==> config.mk <==
export PLATFORM = sky130hd
export DESIGN_NAME = mem_block_arbiter
export DESIGN_NICKNAME = d
export VERILOG_FILES = /design/src/rtl/mem_block_arbiter.sv
export SDC_FILE = /design/constraint.sdc
export NUM_CORES = 1
export LEC_CHECK = 0
export CAP_MARGIN = 20
export CORE_AREA = 2 2 537 539
export CTS_CLUSTER_SIZE = 40
export DETAILED_ROUTE_END_ITERATION = 10
export DIE_AREA = 0 0 539 541
export PLACE_DENSITY_LB_ADDON = 0.15
export SYNTH_ARGS = -nofsm -noshare
export SYNTH_HDL_FRONTEND = slang
export SYNTH_SLANG_ARGS = --single-unit
==> constraint.sdc <==
create_clock -name CLK -period 2.1 [get_ports CLK]
set_clock_uncertainty 0.1 [all_clocks]
set_input_delay 0.525 -clock CLK [delete_from_list [all_inputs] [get_ports CLK]]
set_output_delay 0.525 -clock CLK [all_outputs]
set_load 0.01 [all_outputs]
==> src/rtl/mem_block_arbiter.sv <==
`default_nettype none
// ============================================================================
// Module   : mem_block_arbiter
// Purpose  : Round-robin owner of the shared main-memory block port for the
//            I-cache (reads) and D-cache (reads and write-backs).
// Revision : 1.0 - initial release
// ============================================================================
module mem_block_arbiter #(
   parameter int TIMEOUT_CYCLES = 1024,
   parameter int CNT_W          = 11
) (
   input  logic         CLK,
   input  logic         RESET,
   input  logic         i_read_req,
   input  logic [31:0]  i_address,
   output logic [255:0] i_block_data,
   output logic         i_accepted,
   input  logic         d_read_req,
   input  logic         d_write_req,
   input  logic [31:0]  d_address,
   input  logic [255:0] d_write_block,
   output logic [255:0] d_block_data,
   output logic         d_accepted,
   output logic         mem_read,
   output logic         mem_write,
   output logic [31:0]  mem_address,
   output logic [255:0] mem_write_block,
   input  logic [255:0] mem_read_block,
   input  logic         mem_read_valid,
   input  logic         mem_write_valid,
   output logic         busy,
   output logic         timeout_err
);

   typedef enum logic [1:0] {
      IDLE     = 2'd0,
      GNT_I_RD = 2'd1,
      GNT_D_RD = 2'd2,
      GNT_D_WR = 2'd3
   } state_t;

   localparam logic [CNT_W-1:0] c_timeout   = CNT_W'(TIMEOUT_CYCLES);
   localparam logic [CNT_W-1:0] c_timeoutM1 = CNT_W'(TIMEOUT_CYCLES - 1);

   state_t           r_state;
   state_t           w_nextState;
   logic             r_lastD;
   logic [CNT_W-1:0] r_waitCnt;
   logic             r_timeoutErr;
   logic             w_dEligible;
   logic             w_complete;

   assign w_dEligible  = d_read_req | d_write_req;
   assign w_complete   = i_accepted | d_accepted;
   assign i_block_data = mem_read_block;
   assign d_block_data = mem_read_block;
   assign busy         = (r_state != IDLE);
   assign timeout_err  = r_timeoutErr;

   // Strobes and accepts are gated by the owning request so a withdrawn
   // request drops off the memory bus in the same cycle.
   always_comb begin
      w_nextState     = r_state;
      mem_read        = 1'b0;
      mem_write       = 1'b0;
      mem_address     = 32'd0;
      mem_write_block = 256'd0;
      i_accepted      = 1'b0;
      d_accepted      = 1'b0;
      case (r_state)
         IDLE: begin
            if (w_dEligible && (!i_read_req || !r_lastD)) begin
               w_nextState = d_write_req ? GNT_D_WR : GNT_D_RD;
            end else if (i_read_req) begin
               w_nextState = GNT_I_RD;
            end
         end
         GNT_I_RD: begin
            mem_read    = i_read_req;
            mem_address = i_address;
            i_accepted  = i_read_req & mem_read_valid;
            if (!i_read_req || mem_read_valid) begin
               w_nextState = IDLE;
            end
         end
         GNT_D_RD: begin
            mem_read    = d_read_req;
            mem_address = d_address;
            d_accepted  = d_read_req & mem_read_valid;
            if (!d_read_req || mem_read_valid) begin
               w_nextState = IDLE;
            end
         end
         GNT_D_WR: begin
            mem_write       = d_write_req;
            mem_address     = d_address;
            mem_write_block = d_write_block;
            d_accepted      = d_write_req & mem_write_valid;
            if (!d_write_req || mem_write_valid) begin
               w_nextState = IDLE;
            end
         end
         default: w_nextState = IDLE;
      endcase
   end

   always_ff @(posedge CLK or negedge RESET) begin
      if (!RESET) begin
         r_state <= IDLE;
         r_lastD <= 1'b0;
      end else begin
         r_state <= w_nextState;
         if (r_state == IDLE && w_nextState != IDLE) begin
            r_lastD <= (w_nextState != GNT_I_RD);
         end
      end
   end

   // Counter sits at zero while idle, so every grant starts counting from 0.
   always_ff @(posedge CLK or negedge RESET) begin
      if (!RESET) begin
         r_waitCnt    <= '0;
         r_timeoutErr <= 1'b0;
      end else if (r_state == IDLE) begin
         r_waitCnt <= '0;
      end else if (!w_complete) begin
         if (r_waitCnt != c_timeout) begin
            r_waitCnt <= r_waitCnt + 1'b1;
         end
         if (r_waitCnt == c_timeoutM1) begin
            r_timeoutErr <= 1'b1;
         end
      end
   end

endmodule
`default_nettype wire

; ---- After elaboration in Yosys (flattened, before gate mapping)
; Index checks and enable logic that the tools add are counted.
[totals]
regBits = 15
inputBits = 583
output_inout_bits = 806
wordCells = 52
[classes]
add_sub_neg = 1
n_eq_ne = 7
n_mux = 16
n_bitwise = 7
n_reduce_logical = 17
[op_table]
columns = cell, count
row1 = 2-to-1 mux 256 bit, 1
row2 = one-hot mux 32 bit (2 select lines), 1
row3 = 2-to-1 mux 11 bit, 3
row4 = "adder 11 x 1 -> 11 bit, second input constant", 1
row5 = "equality test 11 x 10 -> 1 bit, second input constant", 1
row6 = "inequality test 11 bit, second input constant", 1
row7 = 2-to-1 mux 2 bit, 5
row8 = one-hot mux 2 bit (4 select lines), 1
row9 = nonzero test 2 bit, 3
row10 = "equality test 2 bit, second input constant", 2
row11 = zero test 1 bit, 4
row12 = logical OR 1 bit, 4
row13 = "inequality test 2 x 1 -> 1 bit, second input constant", 2
row14 = one-hot mux 1 bit (2 select lines), 2
row15 = AND 1 bit, 3
row16 = 2-to-1 mux 1 bit, 3
row17 = AND reduction 3 bit, 1
row18 = "equality test 2 x 1 -> 1 bit, second input constant", 1
row19 = logical AND 1 bit, 2
row20 = zero test 2 bit, 1
row21 = NOT 1 bit, 2
row22 = bitwise OR 1 bit, 2
row23 = AND reduction 2 bit, 1
row24 = OR reduction 2 bit, 1

; ---- Longest topological paths before layout
; Gate-level depths: netlist (run 1).
[depth]
ltp_word = 7
ltp_mapped = 7
mapped_depth_nobuf = 6

; ---- Least setup slack after synthesis (run 1)
; No wires, ideal clock.
[synth_path]
path_kind = flip-flop to output port
from = register r_state[0]
to = output port mem_address[10]
arrival_ps = 1551
t_required_ps = 1475
slack_ps = -76
stages_incl_launch_ff = 7
n_path_buf = 2
path_cell_list = dfrtp_1 -> inv_1 -> ha_1 -> clkbuf_1 -> nor2_1 -> clkbuf_1 -> a22o_1
[synth_between]
elab_chain_len = 3
[synth_lines]
columns = element, line
row1 = "start, declared", 45  ; state_t r_state;
row2 = "start signal, assigned", 112  ; r_state <= w_nextState;
row3 = equality test 2 bit, 70  ; case (r_state)
row4 = OR reduction 2 bit (no source line), --
row5 = one-hot mux 32 bit (2 select lines) (*), 70
row6 = "end, declared", 26  ; output logic [31:0] mem_address,
; Mark *: on every way between the ends. The rest lies on a longest branch, timed or not.

; ---- Worst setup path in the final report (run 1)
[layout_path]
from = register r_state[0]
to = output port mem_address[2]
; Same word-level chain as after synthesis.

==> results_dict.tcl, run 1 <==
set metrics [dict create \
    status "finished with violations" \
    failed_checks "setup timing" \
    dpl-instance-area_sq_mm 0.0153 \
    power.switching_mw 4.32 \
    io_buffers 620 \
    drc 0 \
    core_region_area_sq_mm 0.286 \
    min_period_ns 2.62 \
    drt-vias-per-instance 1.50 \
    cp.required_ns 1.47 \
    final_cell_mix "clkdlybuf4s50_1 (325), and2_4 (252), buf_6 (211)" \
    yosysUniqueCellTypes 33 \
    vias 7458 \
    leakagePower_nw 6.23 \
    layout-drive-gt1-share 0.636 \
    powerDensity_mw_per_mm2 570 \
    hold_class "reg -> reg" \
    die_h_um 541 \
    reg2reg_to "r_waitCnt[8]" \
    worstSetupPathType "reg -> out" \
    setup_slack_ns -0.516 \
    end_kind "output port" \
    hold_end "timeout_err" \
    worst_pin_slew_ns 0.492 \
    crit_arrival_ns 1.99 \
    postSynthCellCount 950 \
    drtAntennaViolNets 0 \
    grt_max_degree 23 \
    drt_pass1_iterations 4 \
    clkTransAtPathRegs_ns 0.05 \
    layout_commonest_cell "clkdlybuf4s50_1" \
    sequentialPowerShare 0.038 \
    cap_viol_max_count 0 \
    ys.warnings.count 0 \
    max_freq_mhz 382 \
    r2r_cells 10 \
    dp_slack_ns -0.616 \
    p_sw_frac 0.418 \
    place_congestion 0.844 \
    final_nets 1764 \
    ys.flop_type "dfrtp_1" \
    avgSynthCellArea_sq_um 7.21 \
    ioPinCount 1389 \
    p_comb_frac 0.925 \
    overflow 0 \
    report.final.slew_viol_count 0 \
    grt_util_all_layers 0.0946 \
    synthTopCellsByArea "buf_4 (56%), and2_1 (23%), dfrtp_1 (5.5%)" \
    initial_core_util 0.0239 \
    final.fill_count 33700 \
    regArea_sq_um 378 \
    grt_first_pass_wirelength_um 164000 \
    cts_tree "yes" \
    critPathMaxFanout 6 \
    hold_viol_final 0 \
    die_x_um 539 \
    multiInputGateArea_sq_mm 0.00338 \
    design_area_sq_mm 0.0182 \
    ir_drop_mv 0.176 \
    hold_buffers 0 \
    avgRoutedWirePerCell_um 29.3 \
    drtIter0Drc 348 \
    synthArstFlopShare 1.00 \
    ys_ff_latch 15 \
    slew_headroom 0.672 \
    antenna_found_initial 67 \
    worstSkewPairLatency_ns 0.25 \
    seq_area_frac_synth 0.0548 \
    synth_fp_nets 1540 \
    syn_area_sq_mm 0.00685 \
    area_growth_pct 165 \
    rsz0062_at_grt "yes" \
    period_share 1.25 \
    design.die.area_sq_mm 0.292 \
    grt_pass1_vias 7835 \
    cts_buffers 3 \
    postRouteWirelength_um 145000 \
    cts_root_buffer "clkbuf_16" \
    clk_path_buf_depth 2 \
    pwr-share-clk 0.037 \
    rows 197 \
    hpwlAfterDp_um 133000 \
    crit_path_start_kind "flip-flop" \
    holdPathStages 1 \
    r2r-start "r_state[1]" \
    clock-sinks 15 \
    min_from "timeout_err" \
    cts.htree.levels 1 \
    netlist.area_leader.share 0.563 \
    p_int_mw 6.02 \
    ff2ff_setup_slack_ns -0.31 \
    setup_violations 301 \
    synth_top_area_cell "buf_4" \
    synth_edf_count 0 \
]
## critical path, cell delays in order, from the launching register on
cell	delay, ns
dfrtp_2	0.44
buf_6	0.13
ha_4	0.15
nor2b_4	0.12
buf_12	0.13
clkbuf_16	0.15
buf_6	0.12
buf_6	0.12
a22o_1	0.22
buf_4	0.14
## sequential cells by signal, indices dropped and copies added, names as in the netlist
signal / flops
r_lastD: 1
r_waitCnt: 11
r_state: 2
timeout_err: 1
## metrics by stage
step                      hold slack [ns]  power (mW)  instances    util  TNS [ns]
final                               0.384        10.3       4959  0.0634   -106.80
after global placement              0.357        7.55       4864  0.0536   -104.64
after CTS                           0.388        10.2       4944  0.0610   -128.46
after floorplan                     0.129        3.19        950       -     -1.38
after detailed placement            0.376        7.46       4864  0.0536   -101.10
after global routing                0.411        11.0       4954  0.0633   -123.78
## cells in the mapped netlist, drive strengths merged, types with 2 or more instances
cell	n
buf	516
and2	256
clkbuf	36
a22o	32
dfrtp	15
nand3	14
a21oi	12
inv	9
ha	7
o21ai	7
nor2	6
o31ai	6
or4	6
nand2	5
nor2b	3
or3	3
a31oi	2
and3	2
and4	2
nand4	2
## area by class of cell
class | count | share of cell area
clock buffer | 4 | 0.00434
antenna | 5 | 0.000689
sequential | 15 | 0.0208
tap | 3781 | 0.261
multi-input combinational | 374 | 0.186
inverter | 9 | 0.00200
timing repair buffer | 771 | 0.525
## layer usage
metal	routed length, um	part of all wire	up-vias	track usage
met5	77	0.00053	-	0.00197
met4	7960	0.055	8	0.0409
met3	39500	0.27	385	0.117
met2	59700	0.41	988	0.139
met1	37800	0.26	3151	0.0727
li1	-	-	2926	-
## cell families after synthesis
| kind of cell | after synthesis | synth area share |
|---|---|---|
| AO/OA/AOI/OAI | 65 | 0.0703 |
| flip-flops | 15 | 0.0548 |
| AND/OR/NAND/NOR | 302 | 0.272 |
| adder cells (fa/ha/maj) | 7 | 0.0128 |
| buffers and inverters | 561 | 0.590 |
## power by group through the flow
stage | Sequential [mW] | Combinational (mW) | Clock [mW]
finish | 0.389 | 9.57 | 0.385
global route | 0.397 | 10.2 | 0.412
CTS | 0.385 | 9.42 | 0.405
detailed placement | 0.385 | 7.08 | 0
global placement | 0.387 | 7.16 | 0
floorplan | 0.381 | 2.81 | 0
## repair_timing
action / 4_1_cts / 5_1_grt
pin swaps: 79 / 94
cloned: 23 / 5
setup buffers: 58 / 26
hold endpoints to repair: 0 / 0
gates resized for setup: 1116 / 271
endpoints found under the setup margin: 306 / 307
## worst max-delay path by stage
stage               start                    to  slack, ns  depth (start not counted)
2_1_floorplan  r_state[0]       mem_address[10]      -0.05                          6
3_3_place_gp   r_state[0]        mem_address[3]      -0.64                          7
3_5_place_dp   r_state[0]        mem_address[3]      -0.62                          7
4_1_cts        r_state[1]  mem_write_block[142]      -0.60                          7
5_1_grt        r_state[0]        mem_address[2]      -0.56                          9
6_report       r_state[0]        mem_address[2]      -0.52                          9
Power figures use the tool's default switching activity.
==> run 2: changes to the inputs <==
- RECOVER_POWER: unset -> 50
==> run 2 against run 1 <==
Net effect:
- the run still ends with setup timing left
- fmax about the same
- first-iteration DRC count is 4.3% lower
- die area unchanged
- combinational power is essentially flat
- sequential power about the same
- flip-flop and latch count unchanged
- global-route usage stayed put
- power about the same
- sequential share of layout area about the same
- highest routed layer unchanged
==> results_dict.tcl, run 2 (synthesis results as in run 1) <==
set metrics [dict create \
    status "finished with violations" \
    failed_checks "setup timing" \
    rows 197 \
    worst_pin_slew_ns 1.04 \
    antenna_found_initial 67 \
    top_regs "r_waitCnt (11), r_state (2)" \
    largest_reg_flops 11 \
    hold_buffers 0 \
    core_region_area_sq_mm 0.286 \
    cts.htree.levels 1 \
    worstSkewPairLatency_ns 0.25 \
    grt_first_pass_wirelength_um 164000 \
    initial_core_util 0.0239 \
    setup_violations 301 \
    layout_commonest_cell "clkdlybuf4s50_1" \
    period_share 1.25 \
    drt-vias-per-instance 1.50 \
    clkTransAtPathRegs_ns 0.05 \
    final_cell_mix "clkdlybuf4s50_1 (324), and2_4 (252), buf_6 (211)" \
    grt_max_degree 23 \
    cts_root_buffer "clkbuf_16" \
    top_register "r_waitCnt" \
    setup_tns_ns -106.83 \
    place_congestion 0.844 \
    hold_viol_final 0 \
    top_usage_layer "met2" \
    drtAntennaViolNets 0 \
    grt_util_all_layers 0.0946 \
    clk_path_buf_depth 2 \
    met3_usage 0.117 \
    layout-drive-gt1-share 0.635 \
    critPathMaxFanout 6 \
    regArea_sq_um 378 \
    ir_drop_mv 0.176 \
    drt_pass1_iterations 4 \
    end_kind "output port" \
    cap_viol_max_count 0 \
    grt_pass1_vias 7835 \
    io_buffers 620 \
    drc 0 \
    powerDensity_mw_per_mm2 569 \
    vias 7456 \
    die_h_um 541 \
    crit_arrival_ns 1.99 \
    clock-sinks 15 \
    drtIter0Drc 333 \
    avgRoutedWirePerCell_um 29.2 \
    grt_use_met1 0.0727 \
    hold_class "reg -> reg" \
    overflow 0 \
    worstSetupPathType "reg -> out" \
    cts_tree "yes" \
    max_freq_mhz 382 \
    final.fill_count 33700 \
    design.die.area_sq_mm 0.292 \
    final_nets 1764 \
    cp.required_ns 1.47 \
    leakagePower_nw 6.22 \
    hpwlAfterDp_um 133000 \
    area_growth_pct 165 \
    die_x_um 539 \
    grtUsageMet2 0.139 \
    ioPinCount 1389 \
    cts_buffers 3 \
    slew_headroom 0.306 \
    report.final.slew_viol_count 0 \
    crit_path_start_kind "flip-flop" \
    min_period_ns 2.62 \
    multiInputGateArea_sq_mm 0.00338 \
    dp_slack_ns -0.616 \
    setup_slack_ns -0.516 \
    postRouteWirelength_um 145000 \
    rsz0062_at_grt "yes" \
]
[run 2: cell types whose count changed in the layout (fill, tap and decap cells not counted), sizes merged]
cell,before,now
dlygate4sd3,0,1
clkbuf,14,15
clkdlybuf4s50,325,324
buf,427,426
[run 2: layer usage]
| layer | share of wire | vias up |
|---|---|---|
| li1 | - | 2926 |
| met1 | 0.26 | 3149 |
| met2 | 0.41 | 988 |
| met3 | 0.27 | 385 |
| met4 | 0.055 | 8 |
| met5 | 0.00053 | - |
[run 2: critical path, stage by stage, from the launching register on]
cell and delay, ns:
dfrtp_2 0.44, buf_6 0.13, ha_4 0.15, nor2b_4 0.12, buf_12 0.13, clkbuf_16 0.15
buf_6 0.12, buf_6 0.12, a22o_1 0.22, buf_4 0.14
[run 2: layout make-up]
cell class | count | share of cell area
repair buffers | 771 | 0.525
well taps | 3781 | 0.261
multi-input cells | 374 | 0.186
flip-flops and latches | 15 | 0.0208
clock buffers | 4 | 0.00434
inverters | 9 | 0.00200
diodes | 5 | 0.000689
[run 2: where the power goes]
part           leakage (nW)  total (mW)  switching (mW)  internal [mW]
Sequential            0.199       0.388          0.0505          0.338
Combinational          5.99        9.56            4.14           5.42
Clock                0.0382       0.385           0.128          0.258
[run 2: path summary, 6_finish.rpt]
path / startpoint / endpoint / slack, ns / cells after the start
min: timeout_err / timeout_err / 0.38 / 1
max reg2reg: r_state[1] / r_waitCnt[6] / -0.31 / 10
max in group asynchronous: RESET / r_state[1] / 0.32 / 2
min in group asynchronous: RESET / r_waitCnt[0] / 0.89 / 2
max: r_state[0] / mem_address[2] / -0.52 / 9
min reg2reg: timeout_err / timeout_err / 0.38 / 1
[run 2: what timing repair did]
action | CTS | global route
resized for setup | 1116 | 271
gates cloned | 23 | 5
endpoints found under the setup margin | 306 | 307
pin swaps | 79 | 94
buffers inserted | 58 | 26
[run 2: stage by stage]
step | util | area (sq um) | total power, mW | std cells | hold slack, ns
2_1_floorplan | - | 6860 | 3.19 | 950 | 0.129
4_1_cts | 0.0610 | 17500 | 10.2 | 4944 | 0.388
5_1_grt | 0.0633 | 18100 | 11.0 | 4954 | 0.411
3_3_place_gp | 0.0536 | 15300 | 7.55 | 4864 | 0.357
6_report | 0.0634 | 18100 | 10.3 | 4959 | 0.384
3_5_place_dp | 0.0536 | 15300 | 7.46 | 4864 | 0.376
